`src/rtl/key_sched_pkg.sv`:
```
// Shared types for the key debounce scheduler: FSM states, FIFO event record
// and the key-index width helper.
package key_sched_pkg;

  localparam int KEY_W_MAX = 4;

  typedef enum logic [1:0] {
    ST_IDLE,
    ST_COUNT,
    ST_COMMIT
  } state_t;

  typedef struct packed {
    logic [KEY_W_MAX-1:0] key;
    logic                 press;
  } evt_t;

  function automatic int idx_w(input int n);
    return (n > 2) ? $clog2(n) : 1;
  endfunction

endpackage

```
`src/rtl/key_evt_fifo.sv`:
```
// Synchronous event FIFO; a push while full is dropped unless a pop frees a
// slot in the same cycle, and the drop is flagged for one cycle.
module key_evt_fifo #(
  parameter int DEPTH = 4,
  parameter int WIDTH = 5
) (
  input  logic             sclk,
  input  logic             rst_n,
  input  logic             push,
  input  logic [WIDTH-1:0] push_data,
  input  logic             pop,
  output logic [WIDTH-1:0] pop_data,
  output logic             full,
  output logic             empty,
  output logic             drop
);

  localparam int PTR_W = $clog2(DEPTH);

  logic [WIDTH-1:0] mem [DEPTH];
  logic [PTR_W-1:0] wr_ptr;
  logic [PTR_W-1:0] rd_ptr;
  logic [PTR_W:0]   count;
  logic             do_push;
  logic             do_pop;

  assign empty    = (count == '0);
  assign full     = (count == (PTR_W+1)'(DEPTH));
  assign do_pop   = pop && !empty;
  assign do_push  = push && (!full || do_pop);
  assign pop_data = mem[rd_ptr];

  always_ff @(posedge sclk or negedge rst_n) begin
    if (!rst_n) begin
      wr_ptr <= '0;
      rd_ptr <= '0;
      count  <= '0;
      drop   <= 1'b0;
    end else begin
      drop <= push && !do_push;
      if (do_push) wr_ptr <= wr_ptr + 1'b1;
      if (do_pop)  rd_ptr <= rd_ptr + 1'b1;
      case ({do_push, do_pop})
        2'b10:   count <= count + 1'b1;
        2'b01:   count <= count - 1'b1;
        default: count <= count;
      endcase
    end
  end

  // Storage needs no reset: contents are only observed while non-empty.
  always_ff @(posedge sclk) begin
    if (do_push) mem[wr_ptr] <= push_data;
  end

endmodule

```
`src/rtl/key_debounce_scheduler.sv`:
```
// Debounces N_KEYS inputs with one shared timer granted round-robin; confirmed
// level changes are queued as press/release events.
module key_debounce_scheduler
  import key_sched_pkg::*;
#(
  parameter int   N_KEYS     = 4,
  parameter int   T_DEB      = 160000,
  parameter int   CNT_W      = 18,
  parameter logic IDLE_LVL   = 1'b1,
  parameter int   FIFO_DEPTH = 4
) (
  input  logic                      sclk,
  input  logic                      rst_n,
  input  logic [N_KEYS-1:0]         key_in,
  output logic [N_KEYS-1:0]         key_level,
  output logic                      evt_valid,
  input  logic                      evt_ready,
  output logic [$clog2(N_KEYS)-1:0] evt_key,
  output logic                      evt_press,
  output logic                      evt_overflow,
  output logic                      busy
);

  localparam int                 IDX_W  = idx_w(N_KEYS);
  localparam logic [IDX_W:0]     N_K    = (IDX_W+1)'(N_KEYS);
  localparam logic [CNT_W-1:0]   T_LAST = CNT_W'(T_DEB - 1);

  logic [N_KEYS-1:0] sync1, sync2, req, level_nx;
  state_t            state, state_nx;
  logic [IDX_W-1:0]  g, g_nx, last, last_nx, grant;
  logic [IDX_W:0]    sum;
  logic [CNT_W-1:0]  timer, timer_nx;
  logic              push;
  evt_t              push_evt, head;
  logic              empty, full;
  logic              unused_bits;

  always_ff @(posedge sclk or negedge rst_n) begin
    if (!rst_n) begin
      sync1 <= {N_KEYS{IDLE_LVL}};
      sync2 <= {N_KEYS{IDLE_LVL}};
    end else begin
      sync1 <= key_in;
      sync2 <= sync1;
    end
  end

  assign req = sync2 ^ key_level;

  // Walk offsets from N down to 1 so the nearest requester after last wins.
  always_comb begin
    grant = last;
    sum   = '0;
    for (int i = N_KEYS; i >= 1; i--) begin
      sum = {1'b0, last} + (IDX_W+1)'(i);
      if (sum >= N_K) sum = sum - N_K;
      if (req[sum[IDX_W-1:0]]) grant = sum[IDX_W-1:0];
    end
  end

  always_ff @(posedge sclk or negedge rst_n) begin
    if (!rst_n) begin
      state     <= ST_IDLE;
      g         <= '0;
      last      <= IDX_W'(N_KEYS - 1);
      timer     <= '0;
      key_level <= {N_KEYS{IDLE_LVL}};
    end else begin
      state     <= state_nx;
      g         <= g_nx;
      last      <= last_nx;
      timer     <= timer_nx;
      key_level <= level_nx;
    end
  end

  always_comb begin
    state_nx       = state;
    g_nx           = g;
    last_nx        = last;
    timer_nx       = timer;
    level_nx       = key_level;
    push           = 1'b0;
    push_evt       = '0;
    case (state)
      ST_IDLE: begin
        if (|req) begin
          g_nx     = grant;
          timer_nx = '0;
          state_nx = ST_COUNT;
        end
      end
      ST_COUNT: begin
        if (sync2[g] == key_level[g]) begin
          timer_nx = '0;
          last_nx  = g;
          state_nx = ST_IDLE;
        end else if (timer == T_LAST) begin
          state_nx = ST_COMMIT;
        end else begin
          timer_nx = timer + 1'b1;
        end
      end
      ST_COMMIT: begin
        level_nx[g]    = sync2[g];
        push           = 1'b1;
        push_evt.key   = KEY_W_MAX'(g);
        push_evt.press = (sync2[g] != IDLE_LVL);
        last_nx        = g;
        state_nx       = ST_IDLE;
      end
      default: state_nx = ST_IDLE;
    endcase
  end

  key_evt_fifo #(
    .DEPTH (FIFO_DEPTH),
    .WIDTH ($bits(evt_t))
  ) u_fifo (
    .sclk      (sclk),
    .rst_n     (rst_n),
    .push      (push),
    .push_data (push_evt),
    .pop       (evt_ready),
    .pop_data  (head),
    .full      (full),
    .empty     (empty),
    .drop      (evt_overflow)
  );

  assign evt_valid   = !empty;
  assign evt_key     = head.key[IDX_W-1:0];
  assign evt_press   = head.press;
  assign busy        = (state != ST_IDLE);
  assign unused_bits = ^{full, head.key};

endmodule
```
`config.mk`:
```
export PLATFORM = sky130hd
export DESIGN_NAME = key_debounce_scheduler
export DESIGN_NICKNAME = d
export VERILOG_FILES = /design/src/rtl/key_sched_pkg.sv /design/src/rtl/key_evt_fifo.sv /design/src/rtl/key_debounce_scheduler.sv
export SDC_FILE = /design/constraint.sdc
export NUM_CORES = 1
export LEC_CHECK = 0
export BUFFER_PORTS_ARGS = -buffer_cell sky130_fd_sc_hd__buf_2
export CORE_MARGIN = 4
export CORE_UTILIZATION = 40
export DETAILED_ROUTE_END_ITERATION = 8
export PLACE_DENSITY = 0.62
export SLEW_MARGIN = 10
export SYNTH_ARGS = -nofsm -noshare
export SYNTH_HDL_FRONTEND = slang
export SYNTH_SLANG_ARGS = --single-unit
```
`constraint.sdc`:
```
create_clock -name sclk -period 6.25 [get_ports sclk]
set_input_delay 0.3125 -clock sclk [delete_from_list [all_inputs] [get_ports sclk]]
set_output_delay 0.3125 -clock sclk [all_outputs]
set_load 0.005 [all_outputs]
```
==> out/qor.txt <==
CTS Root Buffer Type: clkbuf_8
setup_tns: 0 ns
# diodes: 0
Syn Inst Count: 235
Die X: 90.2 um
top post-synthesis cells by area: dfrtp_1 28%, dfstp_2 14%, edfxtp_1 13%
most frequent cells after synthesis: 30 x dfrtp_1, 15 x nand2_1, 14 x a21oi_1, 14 x dfstp_2, 13 x nor2_1
clk_lat worst skew: 0.30 ns
run status: finished, final reports clean
Placer Congestion: 0.841
Worst Hold Class: primary input to register
Seq/Total Area, Yosys: 0.547
measured slew at the worst slew-check pin: 0.970 ns
Fmax: 401 MHz
critical path data required time: 6.47 ns
drt total wl: 4940 um
Pint: 0.613 mW
Max VDD drop: 0.156 mV
Ports: 17
clk buf depth: 2
WP data arrival: 2.72 ns
Num CTS Buffers: 5
grt total ovfl: 0
core area: 6460 um^2
initial antenna violation count: 0
Flop pwr share: 0.530
vias in the first global route: 1769
CP Launch Type: register
wire length of the first global-routing pass: 8560 um
most common cell in the synthesized netlist: dfrtp_1
max-cap violations: 0
Pleak: 1.24 nW
Final Setup Violations: 0
dominant synthesized flop cell: dfrtp_1
die height: 90.2 um
Final Hold Vio Count: 0
multi-input logic area: 1160 um^2
port bufs: 16
Yosys top cell by area: dfrtp_1
Avg WL per Cell: 15.0 um
RSZ-0062 raised after global routing: false
Post-synth ARST share: 0.786
Mean Syn Cell Area: 11.5 um^2
Pre-antenna DRT Iters: 4
power per cell area: 310 nW/um^2
combinational cell fraction of total power: 0.259
hold_buf cts: 0
hold_ws: 0.103 ns
Clock Power Share: 0.211
Worst slew margin: 0.354
Die Area: 8140 um^2
initial DRC count: 58
# Post-CTS Setup Buffers: 0
# rows: 29
ANT nets after route: 0
DP Wirelength: 3420 um
PostCTS Resize Cnt: 0
Yosys warnings: 0
area delta synth->final: 8.42%
clock sink count: 56
Tot GR Track Use: 0.128
maximum fanout along the worst path: 25
number of vias per cell: 5.68
Clock Pin Slew Worst Setup and Hold Paths: 0.09 ns
layout cells sized above 1: 0.209
Max H-tree Level: 2
register area: 1480 um^2
min cycle time layout: 2.49 ns
post-synth top area share: 0.278
drc violations: 0
syn nets: 248
Layout fillers: 611
largest net degree at the start of global routing: 45
crit path kind: register to register
switching pwr: 0.296 mW
number of flops mapped to enable cells by yosys: 12
Finished Core Util: 0.454
pins over their slew limit: 0
Switching Share: 0.326
vias after detailed routing: 1875
Final period util: 0.399
initial core utilization: 0.419
TritonCTS clock tree: yes
fin nets: 265
Syn Std Cell Area: 2710 um^2
Yosys reg bits: 56
Distinct cells, synth: 51
crit path capture type: register
clk_skew: 0.0106 ns
path summary, 6_finish.rpt:
path | to | slack [ns] | start | cells after the start
worst max register to register | timer[9] | 3.76 | sync2[3] | 5
min in group asynchronous | u_fifo.drop | 0.15 | rst_n | 1
max in group asynchronous | state[0] | 5.49 | rst_n | 1
worst min register to register | sync2[2] | 0.36 | sync1[2] | 0
worst min-delay path | sync1[2] | 0.10 | key_in[2] | 1
worst max-delay path | timer[9] | 3.76 | sync2[3] | 5
layout by cell type, fill, tap and decap left out, types with 7 or more instances in the layout:
| cell | n |
|---|---|
| dfrtp_1 | 30 |
| buf_2 | 16 |
| nand2_1 | 15 |
| a21oi_1 | 14 |
| dfstp_2 | 14 |
| nor2_1 | 13 |
| edfxtp_1 | 12 |
| inv_1 | 10 |
| and3_1 | 10 |
| xnor2_1 | 8 |
| nor2b_1 | 7 |
| mux2_2 | 7 |
| nand3_1 | 7 |
| o21ai_0 | 7 |
| a31oi_1 | 7 |
layer usage:
layer	track usage	up-vias	routed length, um
li1	-	908	-
met1	0.180	927	2450
met2	0.192	33	2250
met3	0.0309	7	174
met4	0.0446	0	66
met5	0	-	0
critical path, stage by stage (launching register included):
cell and delay [ns]:
dfstp_2 0.56, xnor2_1 0.14, mux4_2 0.56, nor2_2 0.74
a41oi_1 0.23, a31oi_1 0.18
cells by family (layout without fill, tap and decap cells):
kind of cell | after synthesis | after routing | share of synthesized area
compound gates | 54 | 54 | 0.132
fa+ha+maj | 6 | 6 | 0.0305
flops | 56 | 56 | 0.547
buf+inv | 16 | 34 | 0.0259
xor+xnor | 9 | 9 | 0.0291
mux | 13 | 13 | 0.0745
simple gates | 81 | 81 | 0.161
metrics by stage:
| stage | power [mW] | area, um^2 | setup slack (ns) | std cells |
|---|---|---|---|---|
| after global routing | 0.975 | 2930 | 3.57 | 330 |
| final | 0.909 | 2930 | 3.76 | 330 |
| after floorplan | 0.674 | 2710 | 4.26 | 235 |
| after CTS | 0.921 | 2930 | 3.77 | 330 |
| after detailed placement | 0.727 | 2850 | 3.78 | 322 |
| after global placement | 0.721 | 2850 | 3.89 | 322 |
area by class of cell:
cell class	instances	area share
timing repair buffer	16	0.0273
clock buffer	6	0.0247
multi-input combinational	163	0.394
sequential	56	0.504
inverter	10	0.0128
clock inverter	2	0.00384
tap	77	0.0328
power groups by stage:
stage               combinational (mW)  clock, mW  sequential (mW)
CTS                              0.238      0.200            0.483
global placement                 0.232          0            0.489
global route                     0.270      0.213            0.492
finish                           0.236      0.192            0.482
floorplan                        0.208          0            0.466
detailed placement               0.237          0            0.490
sequential cells by signal, summed over array words and instances (netlist names):
| signal | count |
|---|---|
| g | 2 |
| key_level | 4 |
| last | 2 |
| state | 2 |
| sync1 | 4 |
| sync2 | 4 |
| timer | 18 |
| u_fifo.count | 3 |
| u_fifo.drop | 1 |
| u_fifo.mem | 12 |
| u_fifo.rd_ptr | 2 |
| u_fifo.wr_ptr | 2 |
Note: power is estimated with default switching activity, not from simulation.
